[src/rtl/sr_pulse_controller.sv]
`default_nettype none
// =============================================================================
// Module   : sr_pulse_controller
// Brief    : Synchronises and debounces set/reset buttons into mutually
//            exclusive, fixed-length S/R pulses for sr_flipflop.
// Options  : SR_CTRL_RESET_PRIORITY_EN - simultaneous requests issue a reset
// Revision : 1.0 - initial release
// =============================================================================
module sr_pulse_controller #(
   parameter int DEBOUNCE_CYCLES = 4,
   parameter int PULSE_LEN       = 1
) (
   input  logic CLK,
   input  logic RST_N,
   input  logic SET_IN,
   input  logic RESET_IN,
   output logic S,
   output logic R,
   output logic BUSY,
   output logic CONFLICT,
   output logic Q_TRACK
);

   localparam logic [7:0] c_deb_last   = 8'(DEBOUNCE_CYCLES - 1);
   localparam logic [3:0] c_pulse_last = 4'(PULSE_LEN - 1);

   typedef enum logic [1:0] {
      ST_IDLE    = 2'd0,
      ST_PULSE_S = 2'd1,
      ST_PULSE_R = 2'd2,
      ST_GAP     = 2'd3
   } state_t;

   logic [1:0] w_raw;
   logic [1:0] w_req;

   assign w_raw = {RESET_IN, SET_IN};

   // channel 0 = set button, channel 1 = reset button
   for (genvar gi = 0; gi < 2; gi++) begin : g_chan
      logic       r_sync1;
      logic       r_sync2;
      logic       r_level;
      logic       r_req;
      logic [7:0] r_cnt;

      always_ff @(posedge CLK or negedge RST_N) begin
         if (!RST_N) begin
            r_sync1 <= 1'b0;
            r_sync2 <= 1'b0;
            r_level <= 1'b0;
            r_req   <= 1'b0;
            r_cnt   <= '0;
         end else begin
            r_sync1 <= w_raw[gi];
            r_sync2 <= r_sync1;
            r_req   <= 1'b0;
            if (r_sync2 == r_level) begin
               r_cnt <= '0;
            end else if (r_cnt == c_deb_last) begin
               // accepted change; only a rising level becomes a request
               r_level <= r_sync2;
               r_cnt   <= '0;
               r_req   <= r_sync2;
            end else begin
               r_cnt <= r_cnt + 8'd1;
            end
         end
      end

      assign w_req[gi] = r_req;
   end

   state_t     r_state;
   state_t     w_state_nxt;
   logic [3:0] r_pcnt;
   logic [3:0] w_pcnt_nxt;
   logic       r_pend_s;
   logic       r_pend_r;
   logic       w_pend_s_nxt;
   logic       w_pend_r_nxt;
   logic       w_q_nxt;
   logic       w_conf_nxt;
   logic       w_eff_s;
   logic       w_eff_r;

   assign w_eff_s = w_req[0] | r_pend_s;
   assign w_eff_r = w_req[1] | r_pend_r;

   always_ff @(posedge CLK or negedge RST_N) begin
      if (!RST_N) begin
         r_state  <= ST_IDLE;
         r_pcnt   <= '0;
         r_pend_s <= 1'b0;
         r_pend_r <= 1'b0;
         S        <= 1'b0;
         R        <= 1'b0;
         BUSY     <= 1'b0;
         CONFLICT <= 1'b0;
         Q_TRACK  <= 1'b0;
      end else begin
         r_state  <= w_state_nxt;
         r_pcnt   <= w_pcnt_nxt;
         r_pend_s <= w_pend_s_nxt;
         r_pend_r <= w_pend_r_nxt;
         // outputs decoded from next state so they leave a flop directly
         S        <= (w_state_nxt == ST_PULSE_S);
         R        <= (w_state_nxt == ST_PULSE_R);
         BUSY     <= (w_state_nxt != ST_IDLE);
         CONFLICT <= w_conf_nxt;
         Q_TRACK  <= w_q_nxt;
      end
   end

   always_comb begin
      w_state_nxt  = r_state;
      w_pcnt_nxt   = r_pcnt;
      w_pend_s_nxt = r_pend_s;
      w_pend_r_nxt = r_pend_r;
      w_q_nxt      = Q_TRACK;
      w_conf_nxt   = 1'b0;

      if (r_state != ST_IDLE) begin
         w_pend_s_nxt = r_pend_s | w_req[0];
         w_pend_r_nxt = r_pend_r | w_req[1];
      end

      case (r_state)
         ST_IDLE: begin
            w_pend_s_nxt = 1'b0;
            w_pend_r_nxt = 1'b0;
            w_pcnt_nxt   = '0;
            if (w_eff_s && w_eff_r) begin
               w_conf_nxt = 1'b1;
`ifdef SR_CTRL_RESET_PRIORITY_EN
               w_state_nxt = ST_PULSE_R;
`endif
            end else if (w_eff_s) begin
               w_state_nxt = ST_PULSE_S;
            end else if (w_eff_r) begin
               w_state_nxt = ST_PULSE_R;
            end
         end
         ST_PULSE_S: begin
            if (r_pcnt == c_pulse_last) begin
               w_state_nxt = ST_GAP;
               w_q_nxt     = 1'b1;
            end else begin
               w_pcnt_nxt = r_pcnt + 4'd1;
            end
         end
         ST_PULSE_R: begin
            if (r_pcnt == c_pulse_last) begin
               w_state_nxt = ST_GAP;
               w_q_nxt     = 1'b0;
            end else begin
               w_pcnt_nxt = r_pcnt + 4'd1;
            end
         end
         ST_GAP: begin
            w_state_nxt = ST_IDLE;
         end
         default: begin
            w_state_nxt = ST_IDLE;
         end
      endcase
   end

endmodule
`default_nettype wire

[config.mk]
export PLATFORM = sky130hd
export DESIGN_NAME = sr_pulse_controller
export DESIGN_NICKNAME = d
export VERILOG_FILES = /design/src/rtl/sr_pulse_controller.sv
export SDC_FILE = /design/constraint.sdc
export NUM_CORES = 1
export LEC_CHECK = 0
export ABC_CLOCK_PERIOD_IN_PS = 2100
export BUFFER_PORTS_ARGS = -buffer_cell sky130_fd_sc_hd__buf_2
export CORE_MARGIN = 2
export CORE_UTILIZATION = 40
export CTS_BUF_LIST = sky130_fd_sc_hd__clkbuf_16
export DETAILED_ROUTE_END_ITERATION = 10
export PLACE_DENSITY_LB_ADDON = 0.15
export SETUP_SLACK_MARGIN = 0.15
export SLEW_MARGIN = 20
export SYNTH_ARGS = -nofsm -noshare
export SYNTH_HDL_FRONTEND = slang
export SYNTH_SLANG_ARGS = --single-unit
[constraint.sdc]
create_clock -name CLK -period 2.1 [get_ports CLK]
set_input_delay 0.315 -clock CLK [delete_from_list [all_inputs] [get_ports CLK]]
set_output_delay 0.315 -clock CLK [all_outputs]
set_load 0.02 [all_outputs]
# Yosys cells after proc, flatten, opt, wreduce, memory -nomap -nowiden

Cells that the tools add are included.

Add/subtract/negate cells: 3
Equality and inequality tests: 12
Mux-type cells: 24
Bitwise logic cells: 4
Reductions and logical operators: 13

Operator list:

| cell                                                                  | count |
|---|---|
| 8-bit two-way mux                                                     | 4 |
| 8-bit by 1-bit adder with 8-bit output, second input constant         | 2 |
| 8-bit by 2-bit equality test with 1-bit output, second input constant | 2 |
| 1-bit two-way mux                                                     | 12 |
| 2-bit nonzero test                                                    | 5 |
| 2-bit two-way mux                                                     | 4 |
| 4-bit one-hot mux with 2 select lines                                 | 1 |
| 2-bit equality test, second input constant                            | 3 |
| 2-bit inequality test, second input constant                          | 3 |
| 2-bit one-hot mux with 3 select lines                                 | 1 |
| 2-bit AND reduction                                                   | 3 |
| 4-bit by 1-bit adder with 4-bit output, second input constant         | 1 |
| 2-bit by 1-bit equality test with 1-bit output, second input constant | 2 |
| 4-bit logical NOT                                                     | 1 |
| 4-bit two-way mux                                                     | 1 |
| 3-bit AND reduction                                                   | 1 |
| 1-bit equality test                                                   | 2 |
| 2-bit logical NOT                                                     | 1 |
| 1-bit inverter                                                        | 2 |
| 1-bit OR                                                              | 2 |
| 1-bit one-hot mux with 2 select lines                                 | 1 |
| 2-bit OR reduction                                                    | 1 |
| 1-bit logical AND                                                     | 1 |

Register bits after elaboration: 37
Output and inout port bits: 5
Logic and storage cells: 75

# Depth between registers and ports, before layout

Gate-level depths: netlist of the first run.

Word-level depth: 6
Depth in mapped cells: 6

# Worst setup path after synthesis of the first run

Ideal clock, no wire load.

Kind: register -> register
Start: register r_state[0]
End: register S
Library setup time: 0.120 ns
Arrival time: 1.372 ns
Data required time: 1.980 ns
Path slack: 0.608 ns
Cell stages (with the launch flop): 6
Cells stage by stage: dfrtp_1 inv_1 ha_1 nor2b_1 o21ai_0 and3_1

Longest elaborated chain between the ends: 5
Elaborated cells on any way between the ends: 11
Classes of those cells: 4 x eq/ne; 5 x mux; 2 x reduce/logical

RTL lines:

| what                                             | line | source |
|---|---|---|
| from (decl)                                      | 74   | `state_t r_state;` |
| from (signal assigned)                           | 102  | `r_state <= w_state_nxt;` |
| 2-bit two-way mux                                | 140  | `end else if (w_eff_r) begin` |
| 2-bit two-way mux                                | 138  | `end else if (w_eff_s) begin` |
| 2-bit two-way mux                                | 133  | `if (w_eff_s && w_eff_r) begin` |
| 2-bit one-hot mux with 3 select lines *          | 128  | `case (r_state)` |
| 2-bit by 1-bit equality test with 1-bit output * | 107  | `S <= (w_state_nxt == ST_PULSE_S);` |
| to (signal assigned)                             | 107  |  |
| to (decl)                                        | 17   | `output logic S,` |

Mark *: on every way between the ends. The rest lies on a longest branch, timed or not.
A chain may end at the register's enable or synchronous reset.

# Worst setup path after layout of the first run

Same ends and word-level chain as after synthesis.

==> impl_metrics.py, run 1 <==
metrics = {
    "clocking": {
        "ctsResizeCount": 0,
        "cts_buffers": 5,
        "cts_setup_buffers": 0,
        "cts_root_buf": "clkbuf_16",
        "htreeDepth": 2,
        "path_clk_slew_ns": 0.06,
        "cts_max_path_buffers": 2,
        "clkSinkCount": 37,
        "cts_hold_buf": 0,
        "cts_tree": "yes",
        "worstSkewPairLatency_ns": 0.28,
    },
    "detailed_routing": {
        "wire_per_inst_um": 11.77,
        "drt-initial-drc-count": 34,
        "vias": 1052,
        "dr.pass1.iters": 4,
        "postRouteAntennaNets": 0,
        "drc": 0,
        "viasPerCell": 4.939,
        "wl_mm": 2.508,
    },
    "sta": {
        "worstMarginPinSlew_ns": 0.8095,
        "fin_tns_setup_ns": 0,
        "skew_ns": 0.007401,
        "setup_slack_ns": 0.4221,
        "hold_ws_ns": 0.1289,
        "fmaxAchievable_ghz": 0.5960,
        "finalSetupViolCount": 0,
        "rsz0062_at_grt": "no",
        "hold_viol_final": 0,
        "fin_crit_ns": 1.678,
        "slew_headroom_pct": 46.03,
        "period_share_pct": 79.90,
        "slew_viol_final": 0,
    },
    "run_status": {
        "status": "finished clean",
    },
    "yosys": {
        "synth_compound_area_share_pct": 6.702,
        "synth_adder_area_share_pct": 5.331,
        "ys_warn_count": 0,
        "yosysSeqAreaShare_pct": 56.36,
        "synth_top_cell_by_area": "dfrtp_1",
        "synth-seq-cells": 37,
        "synth_cell_types": 33,
        "synth-xor-area-share_pct": 6.931,
        "synth-edff-count": 0,
        "synth.top_cell.area_share_pct": 56.36,
        "synth.avg_cell_area_um2": 11.18,
        "mappedNetlistArea_um2": 1643,
        "ys_async_sr_fraction_pct": 100.0,
        "synth.area.top_cells": "dfrtp_1 56%, ha_1 5.3%, nor2_1 5.0%",
        "synth_ff_type": "dfrtp_1",
        "synthSimpleGateAreaFrac_pct": 20.26,
        "synth_mux_area_share_pct": 3.275,
        "synth_most_common_cell": "dfrtp_1",
        "synth_commonest_cells": "37 x dfrtp_1, 22 x nor2_1, 11 x nand3_1, 9 x xor2_1, 8 x nand2_1",
        "syn-num-nets": 158,
        "synthCells": 147,
        "synth_top_family_by_area": "simple AND/OR/NAND/NOR gates",
    },
    "critical_path": {
        "reg2reg_to": "S",
        "timing.setup.critical_path_class": "reg2reg",
        "crit_family": "simple AND/OR/NAND/NOR gates",
        "crit_chain": "inv_1, ha_1, nor2b_1, o21ai_0, and3_1",
        "crit_path_start_kind": "flip-flop",
        "reg2reg_slack_ns": 0.42,
        "crit_buf_inv": 1,
        "endpoint_kind": "flip-flop",
        "crit_cells": 5,
        "arrival_ns": 1.85,
        "critPathMaxFanout": 7,
        "r2r_cells": 5,
        "slowest_stage": "dfrtp_1",
        "crit_end": "S",
        "worstReg2RegStart": "r_state[0]",
        "cp.required_ns": 2.27,
        "startpoint": "r_state[0]",
        "slowest_delay_ns": 0.45,
    },
    "die": {
        "pin_count": 9,
        "initial_core_util_pct": 41.37,
        "rows": 23,
        "die_y_um": 68.09,
        "dieArea_um2": 4636,
        "die_x_um": 68.09,
        "core-area_um2": 3971,
    },
    "placement": {
        "dpl.hpwl_mm": 1.727,
        "port_buffers": 8,
        "post-place-ws_ns": 0.4475,
        "place_congestion": 0.8275,
    },
    "global_routing": {
        "antenna_found_initial": 0,
        "grt_max_degree": 38,
        "grt.total_usage_pct": 13.23,
        "grt_pass1_wl_mm": 4.395,
        "grt_overflow": 0,
        "grt_pass1_vias": 1012,
    },
    "layout": {
        "nets": 173,
        "areaGrowthSynthToFinish_pct": 14.62,
        "n_antenna_cell": 0,
        "drive_gt1_share_pct": 13.50,
        "nFillCells": 372,
        "multi_input_area_um2": 698.2,
        "seq_area_um2": 925.9,
    },
    "power": {
        "irDropWorstVdd_v": 0.0005140,
        "total_leakage_power_nw": 0.8975,
        "p_per_area_nw_per_um2": 1239,
    },
    "run": {
        "maxCapViolCount": 0,
    },
    "min_path": {
        "worstHoldPathType": "in2async",
    },
}
[cells in the final DEF, fill, tap and decap left out, types with 2 or more instances in the layout]
cell       synthesis  layout
dfrtp_1           37      37
nor2_1            22      22
nand3_1           11      11
xor2_1             9       9
nand2_1            8       8
buf_2              0       8
ha_1               7       7
a21oi_1            6       6
inv_1              5       5
clkbuf_16          0       5
xnor2_1            4       4
and3_1             4       4
o21ai_0            4       4
nor2b_1            3       3
nor3b_1            3       3
mux2i_1            2       2
nand2_2            2       2
nor3_1             2       2
mux2_1             2       2
clkinv_1           0       2
[flip-flops by register name, indices dropped and copies added (netlist names), 2 cells and up]
signal,count
g_chan.r_level,2
r_state,2
g_chan.r_req,2
g_chan.r_sync2,2
g_chan.r_sync1,2
g_chan.r_cnt,16
r_pcnt,4
[kinds of logic (layout without fill, tap and decap cells)]
family	Yosys count	after routing
simple gates	64	64
flops	37	37
compound gates	16	16
xor+xnor	13	13
fa+ha+maj	7	7
mux	5	5
buf+inv	5	21
[layer usage]
layer / global-route usage (%) / up-vias / wire [µm]
met5: 0 / - / 0
met1: 15.54 / 499 / 1232
li1: - / 534 / -
met3: 5.921 / 6 / 108
met2: 20.39 / 13 / 1114
met4: 6.750 / 0 / 53
[cell type report]
| cell class | count | share of cell area, % |
|---|---|---|
| flip-flops and latches | 37 | 49.17 |
| inverters | 5 | 0.9967 |
| clock buffers | 5 | 6.645 |
| well taps | 50 | 3.322 |
| clock inverters | 3 | 0.6645 |
| repair buffers | 8 | 2.126 |
| multi-input cells | 105 | 37.08 |
[power by group]
group | switching (mW) | internal [mW]
Clock | 0.262 | 0.428
Sequential | 0.0992 | 0.844
Combinational | 0.416 | 0.284
Total | 0.778 | 1.56
[stage by stage]
step,power (mW),instances,instance area (µm²),util [%]
after global placement,1.646,205,1745,43.95
after global routing,2.520,213,1883,47.42
after floorplan,1.494,147,1643,-
final,2.333,213,1883,47.42
after detailed placement,1.658,205,1745,43.95
after CTS,2.370,213,1883,47.42
[worst min path at each step]
stage	startpoint	to
4_1_cts	RESET_IN	g_chan[1].r_sync1
6_report	RST_N	g_chan[0].r_cnt[3]
2_1_floorplan	RST_N	BUSY
5_1_grt	RESET_IN	g_chan[1].r_sync1
3_3_place_gp	g_chan[1].r_sync1	g_chan[1].r_sync2
3_5_place_dp	g_chan[0].r_sync1	g_chan[0].r_sync2
Note: power is estimated with default switching activity, not from simulation.
==> inputs of run 2 (changes only) <==
- ABC_CLOCK_PERIOD_IN_PS: 2100 -> 1700
- clock period: 2.1 -> 1.7 ns (I/O delays scaled with it)
==> impl_metrics.py, run 2 (same netlist as run 1, synthesis figures left out) <==
metrics = {
    "detailed_routing": {
        "vias": 1088,
        "dr.pass1.iters": 4,
        "drc": 0,
        "viasPerCell": 5.060,
        "wl_mm": 2.579,
        "wire_per_inst_um": 12.00,
        "drt-initial-drc-count": 37,
        "postRouteAntennaNets": 0,
    },
    "clocking": {
        "worstSkewPairLatency_ns": 0.27,
        "clkSinkCount": 37,
        "cts_setup_buffers": 0,
        "cts_max_path_buffers": 2,
        "cts_root_buf": "clkbuf_16",
        "cts_buffers": 5,
        "path_clk_slew_ns": 0.05,
        "cts_tree": "yes",
        "htreeDepth": 2,
    },
    "sta": {
        "hold_viol_final": 0,
        "slew_viol_final": 0,
        "worstMarginPinSlew_ns": 0.3095,
        "fin_tns_setup_ns": 0,
        "rsz0062_at_grt": "yes",
        "fin_crit_ns": 1.472,
        "finalSetupViolCount": 0,
        "slew_headroom_pct": 79.22,
        "fmaxAchievable_ghz": 0.6794,
        "period_share_pct": 86.59,
        "skew_ns": 0.004217,
    },
    "global_routing": {
        "grt_pass1_wl_mm": 4.388,
        "antenna_found_initial": 0,
        "grt_pass1_vias": 1017,
        "grt.total_usage_pct": 13.23,
        "grt_overflow": 0,
        "grt_max_degree": 38,
    },
    "die": {
        "dieArea_um2": 4636,
        "core-area_um2": 3971,
        "initial_core_util_pct": 41.37,
        "die_y_um": 68.09,
        "rows": 23,
        "die_x_um": 68.09,
        "pin_count": 9,
    },
    "layout": {
        "multi_input_area_um2": 733.2,
        "top_regs": "g_chan.r_cnt (16), r_pcnt (4)",
        "seq_area_um2": 925.9,
        "drive_gt1_share_pct": 17.58,
        "n_antenna_cell": 0,
        "finalNonFillerCells": 215,
        "final_common_cell": "dfrtp_1",
        "nets": 176,
        "regMostFlops": "g_chan.r_cnt",
        "areaGrowthSynthToFinish_pct": 20.41,
        "layout_common_cells": "37 x dfrtp_1, 22 x nor2_1, 11 x nand3_1, 9 x xor2_1, 8 x buf_2",
        "largest_reg_flops": 16,
        "nFillCells": 358,
    },
    "placement": {
        "port_buffers": 8,
        "dp_cells": 207,
        "place_congestion": 0.8293,
        "dpl.hpwl_mm": 1.817,
    },
    "critical_path": {
        "startpoint": "r_pcnt[0]",
        "timing.setup.critical_path_class": "reg2reg",
        "critPathMaxFanout": 7,
        "worstReg2RegStart": "r_pcnt[0]",
        "arrival_ns": 1.63,
        "cp.required_ns": 1.85,
        "crit_path_start_kind": "flip-flop",
        "endpoint_kind": "flip-flop",
        "r2r_cells": 5,
    },
    "min_path": {
        "hold_start": "RESET_IN",
        "worstHoldPathType": "in2reg",
        "hold_depth": 1,
    },
    "power": {
        "total_leakage_power_nw": 0.9393,
        "irDropWorstVdd_v": 0.0007150,
        "p_per_area_nw_per_um2": 1590,
    },
    "run": {
        "maxCapViolCount": 0,
    },
    "run_status": {
        "status": "finished clean",
    },
}
-- run 2: cell count changes in the layout (fill, tap and decap cells not counted), sizes merged --
| cell | before | now |
|---|---|---|
| clkinv | 3 | 1 |
| bufinv | 0 | 1 |
| dlygate4sd3 | 0 | 1 |
| buf | 8 | 10 |
-- run 2: final timing paths --
| kind | to | slack (ns) |
|---|---|---|
| max in group asynchronous | r_pcnt[1] | 1.04 |
| min in group asynchronous | g_chan[0].r_cnt[5] | 0.48 |
| max reg2reg | r_pcnt[0] | 0.23 |
| max | r_pcnt[0] | 0.23 |
| min reg2reg | g_chan[1].r_sync2 | 0.35 |
| min | g_chan[1].r_sync1 | 0.09 |
-- run 2: power by group --
group / internal [mW] / switching (mW)
clock network: 0.679 / 0.316
logic: 0.446 / 0.556
registers: 1.04 / 0.106
total: 2.17 / 0.978
-- run 2: final cells by class --
| type | instances | area share (%) |
|---|---|---|
| sequential | 37 | 46.81 |
| inverter | 5 | 0.9488 |
| timing repair buffer | 11 | 3.922 |
| clock buffer | 5 | 6.325 |
| multi-input combinational | 105 | 37.07 |
| clock inverter | 2 | 1.771 |
| tap | 50 | 3.163 |
-- run 2: critical path: stages (launching register included) --
cell and delay [ns]:
dfrtp_1 0.43, inv_1 0.08, ha_1 0.14, nor3b_4 0.31
nor2b_1 0.12, mux2_2 0.27
-- run 2: metal layers --
metal	global-route usage, %	part of all wire (%)	up-vias
met3	5.428	4.6	4
li1	-	-	533
met4	6.750	1.2	0
met1	15.77	45	527
met2	20.51	49	24
met5	0	0	-
-- run 2: per-stage QoR --
stage                     setup WS [ns]  area (µm²)  util (%)  power, mW  hold WS (ns)
after floorplan                  0.2079        1643         -      1.846      -0.04059
after global placement           0.1587        1773     44.64      2.055        0.2335
after global routing            0.09712        1978     49.81      3.383       0.07982
after CTS                        0.1528        1948     49.05      3.118       0.08100
final                            0.2280        1978     49.81      3.146       0.08775
after detailed placement        0.09144        1773     44.64      2.077        0.2342
-- run 2: timing repair --
action | in CTS | in global routing
endpoints found under the hold margin | 37 | 0
setup endpoints to repair | 2 | 13
gates cloned | 0 | 0
gates resized for setup | 2 | 5
hold buffers | 1 | 0
